===== config.mk =====
export PLATFORM = sky130hd
export DESIGN_NAME = fifo_byte_serializer
export DESIGN_NICKNAME = d
export VERILOG_FILES = /design/src/rtl/fifo_byte_serializer_pkg.sv /design/src/rtl/fifo_byte_serializer_shift_reg.sv /design/src/rtl/fifo_byte_serializer.sv
export SDC_FILE = /design/constraint.sdc
export NUM_CORES = 1
export LEC_CHECK = 0
export BUFFER_PORTS_ARGS = -buffer_cell sky130_fd_sc_hd__buf_2
export CAP_MARGIN = 40
export CORE_MARGIN = 10
export CORE_UTILIZATION = 50
export DETAILED_ROUTE_END_ITERATION = 12
export PLACE_DENSITY_LB_ADDON = 0.15
export SETUP_SLACK_MARGIN = 0.1
export SYNTH_ARGS = -nofsm -noshare
export SYNTH_HDL_FRONTEND = slang
export SYNTH_SLANG_ARGS = --single-unit
export TNS_END_PERCENT = 5

===== constraint.sdc =====
create_clock -name clock -period 1.7 [get_ports clock]
set_input_delay 0.085 -clock clock [delete_from_list [all_inputs] [get_ports clock]]
set_output_delay 0.085 -clock clock [all_outputs]
set_load 0.02 [all_outputs]

===== src/rtl/fifo_byte_serializer_pkg.sv =====
// Shared state encoding and sizing constants for the FIFO-to-serial byte serializer.
// Build with SERIALIZER_PARITY_EN defined to append an even-parity bit after each word.
package fifo_byte_serializer_pkg;

    localparam int DEFAULT_DATA_W = 8;
    localparam int DEFAULT_CNT_W  = $clog2(DEFAULT_DATA_W) + 1;

    typedef enum logic [2:0] {
        IDLE,
        REQ,
        LOAD,
        SHIFT
`ifdef SERIALIZER_PARITY_EN
        ,
        PARITY
`endif
    } state_t;

    // The counter needs one spare bit so it can step past the last index.
    function automatic int cnt_width(input int data_w);
        return $clog2(data_w) + 1;
    endfunction

endpackage


===== src/rtl/fifo_byte_serializer_shift_reg.sv =====
// Word shift register plus bit counter for the serializer datapath.
// Built the same way with or without SERIALIZER_PARITY_EN; the parity bit lives in the top.
module serializer_shift_reg
    import fifo_byte_serializer_pkg::*;
#(
    parameter int DATA_W    = DEFAULT_DATA_W,
    parameter int MSB_FIRST = 1,
    parameter int CNT_W     = DEFAULT_CNT_W
) (
    input  logic              clock,
    input  logic              reset,
    input  logic              load,
    input  logic              shift,
    input  logic [DATA_W-1:0] load_data,
    output logic              cur_bit,
    output logic              last_bit
);

    localparam logic [CNT_W-1:0] LAST_IDX = CNT_W'(DATA_W - 1);
    localparam logic [CNT_W-1:0] CNT_ONE  = CNT_W'(1);

    logic [DATA_W-1:0] sr;
    logic [CNT_W-1:0]  count;

    // The outgoing bit always sits at the MSB or LSB end; zeros backfill as it empties.
    always_ff @(posedge clock) begin
        if (reset) begin
            sr    <= '0;
            count <= '0;
        end else if (load) begin
            sr    <= load_data;
            count <= '0;
        end else if (shift) begin
            sr    <= (MSB_FIRST != 0) ? {sr[DATA_W-2:0], 1'b0} : {1'b0, sr[DATA_W-1:1]};
            count <= count + CNT_ONE;
        end
    end

    assign cur_bit  = (MSB_FIRST != 0) ? sr[DATA_W-1] : sr[0];
    assign last_bit = (count == LAST_IDX);

endmodule


===== src/rtl/fifo_byte_serializer.sv =====
// Pops words from an upstream FIFO and streams them out bit by bit under valid/ready.
// SERIALIZER_PARITY_EN adds a PARITY state sending the even parity of each word last.
module fifo_byte_serializer
    import fifo_byte_serializer_pkg::*;
#(
    parameter int DATA_W    = DEFAULT_DATA_W,
    parameter int MSB_FIRST = 1
) (
    input  logic              clock,
    input  logic              reset,
    input  logic              en,
    input  logic              fifo_empty,
    input  logic [DATA_W-1:0] fifo_data,
    output logic              fifo_read_en,
    output logic              bit_out,
    output logic              bit_valid,
    input  logic              bit_ready,
    output logic              busy,
    output logic              byte_done
);

    state_t state;
    state_t state_next;
    logic   cur_bit;
    logic   last_bit;
    logic   load;
    logic   shift;
    logic   byte_end;

    serializer_shift_reg #(
        .DATA_W    (DATA_W),
        .MSB_FIRST (MSB_FIRST),
        .CNT_W     (cnt_width(DATA_W))
    ) u_shift_reg (
        .clock     (clock),
        .reset     (reset),
        .load      (load),
        .shift     (shift),
        .load_data (fifo_data),
        .cur_bit   (cur_bit),
        .last_bit  (last_bit)
    );

`ifdef SERIALIZER_PARITY_EN
    logic parity_bit;

    always_ff @(posedge clock) begin
        if (reset)
            parity_bit <= 1'b0;
        else if (load)
            parity_bit <= ^fifo_data;
    end
`endif

    always_ff @(posedge clock) begin
        if (reset)
            state <= IDLE;
        else
            state <= state_next;
    end

    // en is only consulted when leaving IDLE or at a byte boundary, so a byte never aborts.
    always_comb begin
        state_next = state;
        case (state)
            IDLE:  if (en && !fifo_empty) state_next = REQ;
            REQ:   state_next = LOAD;
            LOAD:  state_next = SHIFT;
            SHIFT: begin
                if (bit_ready && last_bit) begin
`ifdef SERIALIZER_PARITY_EN
                    state_next = PARITY;
`else
                    state_next = (en && !fifo_empty) ? REQ : IDLE;
`endif
                end
            end
`ifdef SERIALIZER_PARITY_EN
            PARITY: if (bit_ready) state_next = (en && !fifo_empty) ? REQ : IDLE;
`endif
            default: state_next = IDLE;
        endcase
    end

    always_comb begin
        fifo_read_en = 1'b0;
        bit_valid    = 1'b0;
        bit_out      = 1'b0;
        load         = 1'b0;
        shift        = 1'b0;
        byte_end     = 1'b0;
        busy         = (state != IDLE);
        case (state)
            REQ:  fifo_read_en = 1'b1;
            LOAD: load = 1'b1;
            SHIFT: begin
                bit_valid = 1'b1;
                bit_out   = cur_bit;
                shift     = bit_ready;
`ifndef SERIALIZER_PARITY_EN
                byte_end  = bit_ready && last_bit;
`endif
            end
`ifdef SERIALIZER_PARITY_EN
            PARITY: begin
                bit_valid = 1'b1;
                bit_out   = parity_bit;
                byte_end  = bit_ready;
            end
`endif
            default: ;
        endcase
    end

    always_ff @(posedge clock) begin
        if (reset)
            byte_done <= 1'b0;
        else
            byte_done <= byte_end;
    end

endmodule


==> metrics.cfg <==
[synth]
syn_area_um2 = 790
ys_seq_area_frac = 0.380
synth-edff-count = 0
synth_seq_cells = 15
muxShareOfSynthArea = 0.0127
syn_nets = 108
yosys.area_share.adder = 0.0951
synth_xor_area_frac = 0.0222
ys_async_sr_fraction = 0
yosys_most_used_dff = dfxtp_1
synth_top_family_by_area = simple AND/OR/NAND/NOR gates
synthCells = 89
synth_warnings = 0
syn_avg_cell_area_um2 = 8.87
yosys.area_share.simple = 0.312
synth_compound_area_frac = 0.136
ys_types = 28

[placement]
gp_congestion = 0.757
dp_cells = 120
place_hpwl_mm = 1.21
dp_slack_ps = 271
numPortBuffers = 17

[layout]
diodes = 0
syn_to_final_growth_pct = 16.5
fin_nets = 128
final-instance-count-excl-fill = 124
drive_above_1_share = 0.250

[critical_path]
cp_max_fo = 11
cp_top_family = flip-flops
timing.rr.end = u_shift_reg.sr[1]$_SDFFE_PP0P_
critPathArrivalTime_ps = 1430
cp-start-kind = register
cp_num_buf_inv = 2
r2r_slack_ps = 300
worst_path_largest_cell_delay_ps = 420
rr_startpoint = state[1]$_SDFFE_PP0P_
critPathCaptureType = primary output
cp_cell_sequence = ha_2, buf_4, and2_1, buf_2
crit_type = register to primary output
cp.required_ps = 1620
reg2reg_depth = 5
crit_slowest_cell = dfxtp_1

[route]
final_antenna_net_count = 0
drt_iter0_markers = 10
dr.pass1.iters = 4
viasPerCell = 5.60
num_vias = 695
post-route-drc-count = 0
post_drt_wl_per_cell_um = 13.3
wirelength_mm = 1.65

[clock_tree]
clk_pin_slew_ps = 90
hold_buffers = 0
clock_latency_ps = 290
htreeDepth = 1
clock_sinks = 15
cts_buffers = 3
tritoncts = built
ctsLongestPathBuffers = 2
root_buffer = clkbuf_4

[timing]
final.setup.tns_ps = 0
holdWs_ps = 37.8
setup_ws_ps = 189
hold_viol_final = 0
slew-limit-headroom = 0.796
slew_violations = 0
max_freq_mhz = 662
worst_pin_slew_ps = 301
final-setup-viol-count = 0
period_share = 0.889
fin_crit_ps = 1510
finClkSkew_ps = 5.50
rsz0062_at_grt = no

[power]
power.density_nw_per_um2 = 1200
total_power_uw = 1100
peakVddDrop_mv = 0.629
p_leak_uw = 0.000426

[flow_run]
maxCapViolCount = 0

[global_route]
overflow = 0
grt_max_degree = 17
grt_pass1_vias = 581
grtUsageTotal = 0.0957
grt_pass1_wl_mm = 2.62
antenna_found_initial = 0

[floorplan]
fp.dieW_um = 59.7
start_util = 0.524
fp.coreArea_um2 = 1510
fp.dieH_um = 59.7
dieArea_um2 = 3570
floorplan.io_pins = 18
row_count = 14

[min_path]
hold_class = input pin to register
hold_path_end = u_shift_reg.sr[0]$_SDFFE_PP0P_
holdPathStages = 3
min_from = fifo_data[0]

[outcome]
outcome = complete, no violations

-- tightest hold or removal path, delay by kind of cell --
kind / cells / cell delay, ps
buffers and inverters: 1 / 100
AND/OR/NAND/NOR: 1 / 60
AO/OA/AOI/OAI: 1 / 50
-- kinds of logic (layout without fill, tap and decap cells) --
| logic type | after synthesis | count (layout) |
|---|---|---|
| buffers and inverters | 7 | 26 |
| AND/OR/NAND/NOR | 42 | 42 |
| AO/OA/AOI/OAI | 16 | 16 |
| flip-flops | 15 | 15 |
| adder cells (fa/ha/maj) | 6 | 6 |
| XOR/XNOR | 2 | 2 |
| multiplexers | 1 | 1 |
-- metrics by stage --
step                instance area [µm²]  utilization
floorplan                           790            -
global placement                    888        0.590
detailed placement                  888        0.590
CTS                                 916        0.608
global route                        920        0.610
finish                              920        0.610
-- layout make-up --
cell class              count  area, µm²
flip-flops and latches     15        302
well taps                  16       20.0
clock buffers               3       22.5
fillers                   140        587
repair buffers             19        100
clock inverters             1       5.00
multi-input cells          67        459
inverters                   3       11.3
-- registers in the layout, indices dropped and copies added (netlist names) --
signal,count
byte_done,1
state,2
u_shift_reg.count,4
u_shift_reg.sr,8
-- report_power, final --
| part | leakage [µW] | total (µW) | switching, µW | internal (µW) |
|---|---|---|---|---|
| sequential | 0.000122 | 468 | 47.7 | 421 |
| clock | 0.0000177 | 202 | 115 | 87.6 |
| combinational | 0.000287 | 428 | 237 | 191 |
-- routing by layer --
layer | track usage | wire length, µm | vias up
met3 | 0.0636 | 143 | 5
met5 | 0 | 0 | -
met2 | 0.135 | 711 | 19
met4 | 0.0385 | 29 | 0
li1 | - | - | 354
met1 | 0.111 | 765 | 317
-- synth_stat cells, types with 2 or more instances --
| master | number | area, µm² |
|---|---|---|
| inv_1 | 3 | 11.3 |
| a211oi_1 | 7 | 52.6 |
| buf_2 | 2 | 10.0 |
| nor3_1 | 7 | 35.0 |
| xor2_1 | 2 | 17.5 |
| nor2b_1 | 9 | 56.3 |
| nand3_1 | 3 | 15.0 |
| a21oi_1 | 4 | 20.0 |
| dfxtp_1 | 15 | 300 |
| nand2b_1 | 3 | 18.8 |
| and3_1 | 7 | 43.8 |
| o21ai_0 | 2 | 10.0 |
| nor2_1 | 3 | 11.3 |
| nand2_1 | 3 | 11.3 |
| ha_1 | 6 | 75.1 |
-- cell usage in the layout (no fill, tap or decap) --
| cell | netlist | final |
|---|---|---|
| buf_2 | 2 | 17 |
| dfxtp_1 | 15 | 14 |
| nor2b_1 | 9 | 9 |
| and3_1 | 7 | 7 |
| a211oi_1 | 7 | 7 |
| nor3_1 | 7 | 7 |
| ha_1 | 6 | 5 |
| a21oi_1 | 4 | 4 |
| inv_1 | 3 | 3 |
| nand3_1 | 3 | 3 |
| nand2b_1 | 3 | 3 |
| nor2_1 | 3 | 3 |
| nand2_1 | 3 | 3 |
| clkbuf_4 | 0 | 3 |
| o21ai_0 | 2 | 2 |
| xor2_1 | 2 | 2 |
| buf_4 | 1 | 2 |
| and2_1 | 1 | 1 |
| nand2_4 | 1 | 1 |
| nor4b_1 | 1 | 1 |
| o21a_1 | 1 | 1 |
| nand4b_1 | 1 | 1 |
| a22oi_1 | 1 | 1 |
| a221o_1 | 1 | 1 |
| mux2i_1 | 1 | 1 |
| or3_1 | 1 | 1 |
| or2_2 | 1 | 1 |
| nand3b_1 | 1 | 1 |
| ha_2 | 0 | 1 |
| clkinv_2 | 0 | 1 |
| dfxtp_2 | 0 | 1 |
-- timing repair --
action / in CTS / in global routing
setup endpoints to repair: 0 / 3
buffers inserted: 0 / 0
resized for setup: 0 / 2
-- worst max path at each step --
stage / start / end / slack, ps / depth (start not counted)
finish: state[1]$_SDFFE_PP0P_ / bit_out / 190 / 4
global route: state[1]$_SDFFE_PP0P_ / bit_out / 110 / 4
CTS: state[0]$_SDFFE_PP0P_ / bit_out / 140 / 4
detailed placement: state[0]$_SDFFE_PP0P_ / u_shift_reg.sr[6]$_SDFFE_PP0P_ / 270 / 5
global placement: state[0]$_SDFFE_PP0P_ / u_shift_reg.sr[1]$_SDFFE_PP0P_ / 320 / 5
floorplan: state[0]$_SDFFE_PP0P_ / u_shift_reg.sr[4]$_SDFFE_PP0P_ / 410 / 5
Note: power is estimated with default switching activity, not from simulation.
